===== config.mk =====
export PLATFORM = sky130hd
export DESIGN_NAME = gray2bin_sync
export DESIGN_NICKNAME = d
export VERILOG_FILES = /design/src/rtl/gray2bin_sync.sv
export SDC_FILE = /design/constraint.sdc
export NUM_CORES = 1
export LEC_CHECK = 0
export ABC_AREA = 1
export CAP_MARGIN = 20
export CORE_ASPECT_RATIO = 1.5
export CORE_MARGIN = 5
export CORE_UTILIZATION = 31
export DETAILED_ROUTE_END_ITERATION = 6
export HOLD_SLACK_MARGIN = 0.08
export SLEW_MARGIN = 20
export SYNTH_ARGS = -nofsm -noshare
export SYNTH_HDL_FRONTEND = slang
export SYNTH_SLANG_ARGS = --single-unit
export TNS_END_PERCENT = 50

===== constraint.sdc =====
create_clock -name clk -period 1.64 [get_ports clk]
set_clock_uncertainty 0.2 [all_clocks]
set_input_delay 0.41 -clock clk [delete_from_list [all_inputs] [get_ports clk]]
set_output_delay 0.41 -clock clk [all_outputs]
set_load 0.02 [all_outputs]

===== src/rtl/gray2bin_sync.sv =====
// rtl/gray2bin_sync.sv - Gray-code bus synchronizer and registered decoder with step checking.
// Optional saturating error counter enabled by defining GRAY2BIN_ERR_CNT_EN.
module gray2bin_sync #(
  parameter int WIDTH       = 4,
  parameter int SYNC_STAGES = 2
) (
  input  logic             clk,
  input  logic             rst_n,
  input  logic [WIDTH-1:0] gray_in,
  input  logic             en,
  output logic [WIDTH-1:0] bin_out,
  output logic             bin_valid,
  output logic             changed,
  output logic             step_err,
  output logic [7:0]       err_cnt
);

  localparam int FW = $clog2(SYNC_STAGES + 2);
  localparam logic [FW-1:0] FILL_LOAD = FW'(SYNC_STAGES);
  localparam logic [FW-1:0] FILL_RUN  = FW'(SYNC_STAGES + 1);

  logic [SYNC_STAGES-1:0][WIDTH-1:0] sync_q, sync_d;
  logic [WIDTH-1:0] prev_q, prev_d;
  logic [WIDTH-1:0] bin_q, bin_d;
  logic [FW-1:0]    fill_q, fill_d;
  logic             valid_q, valid_d;
  logic             changed_q, changed_d;
  logic             step_err_q, step_err_d;

  logic [WIDTH-1:0] synced;
  logic [WIDTH-1:0] dec;
  logic [WIDTH-1:0] diff;
  logic [WIDTH-1:0] diff_m1;
  logic             acc;

  assign synced = sync_q[SYNC_STAGES-1];

  always_comb begin
    sync_d = {sync_q[SYNC_STAGES-2:0], gray_in};
  end

  // Running XOR from the MSB down gives each binary bit.
  always_comb begin
    dec = '0;
    acc = 1'b0;
    for (int i = WIDTH - 1; i >= 0; i--) begin
      acc    = acc ^ synced[i];
      dec[i] = acc;
    end
  end

  always_comb begin
    diff    = synced ^ prev_q;
    diff_m1 = diff - WIDTH'(1);
  end

  always_comb begin
    fill_d     = fill_q;
    prev_d     = prev_q;
    bin_d      = bin_q;
    valid_d    = valid_q;
    changed_d  = 1'b0;
    step_err_d = 1'b0;
    if (fill_q != FILL_RUN) begin
      fill_d = fill_q + FW'(1);
    end
    if (fill_q == FILL_LOAD) begin
      prev_d  = synced;
      bin_d   = dec;
      valid_d = 1'b1;
    end else if (fill_q == FILL_RUN && en) begin
      prev_d     = synced;
      bin_d      = dec;
      changed_d  = |diff;
      // Clearing the lowest set bit leaves something only when two or more bits differ.
      step_err_d = |(diff & diff_m1);
    end
  end

  always_ff @(posedge clk or negedge rst_n) begin
    if (!rst_n) begin
      sync_q     <= '0;
      prev_q     <= '0;
      bin_q      <= '0;
      fill_q     <= '0;
      valid_q    <= 1'b0;
      changed_q  <= 1'b0;
      step_err_q <= 1'b0;
    end else begin
      sync_q     <= sync_d;
      prev_q     <= prev_d;
      bin_q      <= bin_d;
      fill_q     <= fill_d;
      valid_q    <= valid_d;
      changed_q  <= changed_d;
      step_err_q <= step_err_d;
    end
  end

  assign bin_out   = bin_q;
  assign bin_valid = valid_q;
  assign changed   = changed_q;
  assign step_err  = step_err_q;

`ifdef GRAY2BIN_ERR_CNT_EN
  logic [7:0] err_cnt_q, err_cnt_d;

  always_comb begin
    err_cnt_d = err_cnt_q;
    if (step_err_d && err_cnt_q != 8'hFF) begin
      err_cnt_d = err_cnt_q + 8'd1;
    end
  end

  always_ff @(posedge clk or negedge rst_n) begin
    if (!rst_n) begin
      err_cnt_q <= 8'd0;
    end else begin
      err_cnt_q <= err_cnt_d;
    end
  end

  assign err_cnt = err_cnt_q;
`else
  assign err_cnt = 8'd0;
`endif

endmodule


==> After elaboration in Yosys (flattened, before gate mapping) <==
Cells that the tools add are included.
{ "classes": {"n_eq_ne": 3, "muxes": 8, "n_reduce_logical": 4, "bitwise": 5, "addsub": 2} }
{ "op_table": {"columns": ["cell", "n"], "rows": [
  ["4-bit two-way mux", 4],
  ["4-bit OR reduction", 2],
  ["4-bit bitwise AND", 1],
  ["2-bit == test (second input constant)", 2],
  ["1-bit two-way mux", 4],
  ["4-bit by 1-bit subtractor with 4-bit output (second input constant)", 1],
  ["4-bit bitwise XOR", 1],
  ["1-bit bitwise XOR", 3],
  ["2-bit by 1-bit adder with 2-bit output (second input constant)", 1],
  ["2-bit != test (second input constant)", 1],
  ["2-bit nonzero test", 1],
  ["1-bit logical AND", 1]
]} }
{ "totals": {"reg_bits": 21, "in_bits": 7, "word_cells": 30, "out_inout_bits": 15} }

==> Longest topological paths before layout <==
{ "logic_depth": {"ltp_word": 6, "ltp_mapped": 7, "ltp_nobuf": 7} }

==> Worst setup path before layout <==
Ideal clock, no wire load.
{ "synth_path": {"path_kind": "register to register", "start": "register fill_q[0]", "end": "register bin_q[0] (netlist: bin_out[0])", "setup_time_ns": 0.121, "n_path_buf": 0, "arrival_time_ns": 1.161, "path_stages_with_launch": 6, "synth_period_minus_slack_ns": 1.482, "path_slack_ns": 0.158, "cell_sequence": "dfrtp_1 ha_1 a21oi_4 nor2_1 a21oi_1 nand2_1"} }
{ "synth_via": {"elab_chain_cells": 3, "elab_cells_between_ends": 5} }
{ "synth_lines": {"columns": ["element", "line_no", "text"], "rows": [
  ["start, declared", "25", "logic [FW-1:0] fill_q, fill_d;"],
  ["start signal, assigned", "93", "fill_q <= fill_d;"],
  ["2-bit == test", "71", "end else if (fill_q == FILL_RUN && en) begin"],
  ["1-bit logical AND", "71", null],
  ["2-bit nonzero test (no source line)", null, null],
  ["end signal, assigned", "92", "bin_q <= bin_d;"],
  ["end, declared", "24", "logic [WIDTH-1:0] bin_q, bin_d;"]
]} }
Several ways; a longest one is shown, not always the timed one.
A chain may end at the register's enable or synchronous reset.

==> Final worst setup path <==
{ "layout_path": {"start": "register bin_q[1] (netlist: bin_out[1])", "end": "output port bin_out[1]"} }
{ "layout_rtl": {"columns": ["element", "line_no", "text"], "rows": [
  ["end, declared", "11", "output logic [WIDTH-1:0] bin_out,"]
]} }
No word-level cell between the ends.

==> results.sh <==
export IMPL_timing_final_crit_period_ns=1.57
export IMPL_fillers=275
export IMPL_fmax_mhz=636
export IMPL_syn_inst=91
export IMPL_cp_arrival_ns=0.96
export IMPL_synth_top_area_cell="dfrtp_1"
export IMPL_synth_edf_count=0
export IMPL_irDropWorstVdd_uv=560
export IMPL_cts_clk_slew_worst_paths_ns=0.07
export IMPL_syn2layout_area_growth_pct=25.4
export IMPL_postCtsHoldBufs=0
export IMPL_final_hold_violation_count=0
export IMPL_die_x_um=53.2
export IMPL_yosys_warnings=0
export IMPL_cts_buffers=3
export IMPL_async_flop_share_pct=100
export IMPL_clk_latency_ns=0.26
export IMPL_synth_area_um2=868
export IMPL_ys_ff_latch=20
export IMPL_final_cell_mix="nand2_1 (25), dfrtp_1 (20), inv_1 (9)"
export IMPL_min_path_cells=0
export IMPL_design_portCount=22
export IMPL_crit_chain="dlygate4sd2_1"
export IMPL_gp_congestion=0.754
export IMPL_path_buf_inv=1
export IMPL_cpMaxStageDelayCell="dfrtp_1"
export IMPL_ff2ff_path_depth=4
export IMPL_grt_pass1_vias=580
export IMPL_antenna_found_initial=0
export IMPL_die_h_um=74.8
export IMPL_drt_total_wl_mm=1.45
export IMPL_grt_overflow=0
export IMPL_grt_pass1_wl_mm=2.39
export IMPL_ys_flop_type="dfrtp_1"
export IMPL_synth_avg_cell_area_um2=9.54
export IMPL_grt_use_total_pct=8.48
export IMPL_power_density_mw_per_mm2=1090
export IMPL_post_cts_resized=7
export IMPL_status="complete, no violations"
export IMPL_period_share_pct=95.9
export IMPL_synthTopCellsByArea="dfrtp_1 (58%), nand2_1 (11%), buf_4 (7.8%), inv_1 (3.9%), nor2_1 (3.0%)"
export IMPL_mostFrequentLayoutCell="nand2_1"
export IMPL_reg2reg_slack_ns=0.14
export IMPL_viasPerCell=4.12
export IMPL_cts_tree="built"
export IMPL_power_total_uw=1180
export IMPL_core_mm2=0.00268
export IMPL_vias=602
export IMPL_io_buffers=13
export IMPL_slowest_delay_ns=0.38
export IMPL_rsz0062_at_grt="false"
export IMPL_drc_errors=0
export IMPL_drive_above_1_share_pct=9.17
export IMPL_antenna_left=0
export IMPL_cts_root_buf="clkbuf_8"
export IMPL_final_area_mm2=0.00109
export IMPL_grt_max_degree=21
export IMPL_multi_input_area_um2=289
export IMPL_endpoint_kind="output pin"
export IMPL_finalSetupViolations=0
export IMPL_r2r_start="fill_q[0]"
export IMPL_crit_path_start_kind="flop"
export IMPL_postCtsSetupBuffers=0
export IMPL_initial_core_util_pct=32.4
export IMPL_seq_area_frac_synth_pct=57.6
export IMPL_cap_violations=0
export IMPL_r2r_end="prev_q[1]"
export IMPL_h_tree_depth=1
export IMPL_dpl_instance_area_mm2=0.00103
export IMPL_critical_path_required_ns=1.03
export IMPL_clk_path_buf_depth=2
export IMPL_wire_per_inst_um=9.90
export IMPL_cpLargestDelayFamily="flip-flops"
export IMPL_slew_violations=0
export IMPL_dieArea_mm2=0.00398
export IMPL_seq_area_um2=500
export IMPL_dpl_hpwl_mm=1.20
export IMPL_crit_fanout=2
export IMPL_worstHoldEndpoint="synced[2]"
export IMPL_drtIter0Drc=10
export IMPL_diodes=0
export IMPL_hold_path_startpoint="sync_d[6]"
export IMPL_cts_sinks=20
export IMPL_rows=23
export IMPL_ys_types=20
export IMPL_min_path_type="reg2reg"
export IMPL_nets=119
export IMPL_netlist_area_leader_share_pct=57.6
export IMPL_dr_pass1_iters=4
export IMPL_cellLeakagePower_uw=0.000552
export IMPL_critPathKind="reg2out"
[cells by family after synthesis]
| kind of cell | after synthesis | share of synthesized area, % |
|---|---|---|
| AOI/OAI and AO/OA | 10 | 7.78 |
| and+or+nand+nor | 37 | 17.1 |
| xor gates and xnor gates | 2 | 2.02 |
| adders and majority gates | 2 | 2.88 |
| other | 1 | 0.432 |
| buffers and inverters | 19 | 12.1 |
| DFF | 20 | 57.6 |
[cells in the mapped netlist, types with 2 or more instances]
cell,number
nand2_1,25
dfrtp_1,20
buf_4,9
inv_1,9
nor2_1,7
o21ai_0,5
ha_1,2
nand3_1,2
[final cells by class]
type | instances | share of cell area, %
Sequential cell | 20 | 46.0
Multi-Input combinational cell | 59 | 26.6
Timing Repair Buffer | 16 | 13.2
Tap cell | 37 | 4.25
Clock buffer | 3 | 3.79
Inverter | 10 | 3.45
Clock inverter | 1 | 2.76
[state kept, by name, indices dropped and copies added (netlist names)]
signal and cells:
prev_q 4, synced 4, bin_out 3, step_err 1, sync_d 4, changed 1, fill_q 2, bin_valid 1
[power breakdown]
part | internal, uW | switching [uW]
Clock | 326 | 158
Sequential | 526 | 16.6
Combinational | 59.3 | 99.5
[through the flow]
| stage | worst slack [ns] | TNS, ns | hold slack (ns) | util (%) | instances |
|---|---|---|---|---|---|
| after global routing | 0.0118 | 0 | 0.162 | 40.7 | 146 |
| after floorplan | 0.158 | 0 | -0.0856 | - | 98 |
| after global placement | 0.00586 | 0 | 0.134 | 38.3 | 142 |
| after CTS | 0.0474 | 0 | 0.156 | 40.7 | 146 |
| final | 0.0673 | 0 | 0.153 | 40.7 | 146 |
| after detailed placement | -0.0379 | -0.100 | 0.138 | 38.3 | 142 |
[worst max path at each step]
stage,startpoint,to,slack (ns),cells past startpoint
final,bin_out[1],bin_out[1],0.07,1
after global routing,fill_q[0],bin_out[0],0.01,5
after CTS,bin_out[1],bin_out[1],0.05,1
after detailed placement,en,prev_q[1],-0.04,4
after global placement,en,bin_out[0],0.006,5
after floorplan,fill_q[0],bin_out[0],0.16,5
[routing by layer]
metal  vias up  part of all wire [%]  global-route usage, %
met2        21                    54                   15.4
met3         5                   7.1                   1.98
met5         -                     0                      0
li1        299                     -                      -
met4         0                   2.5                   5.11
met1       277                    36                   8.48
Power figures use the tool's default switching activity.
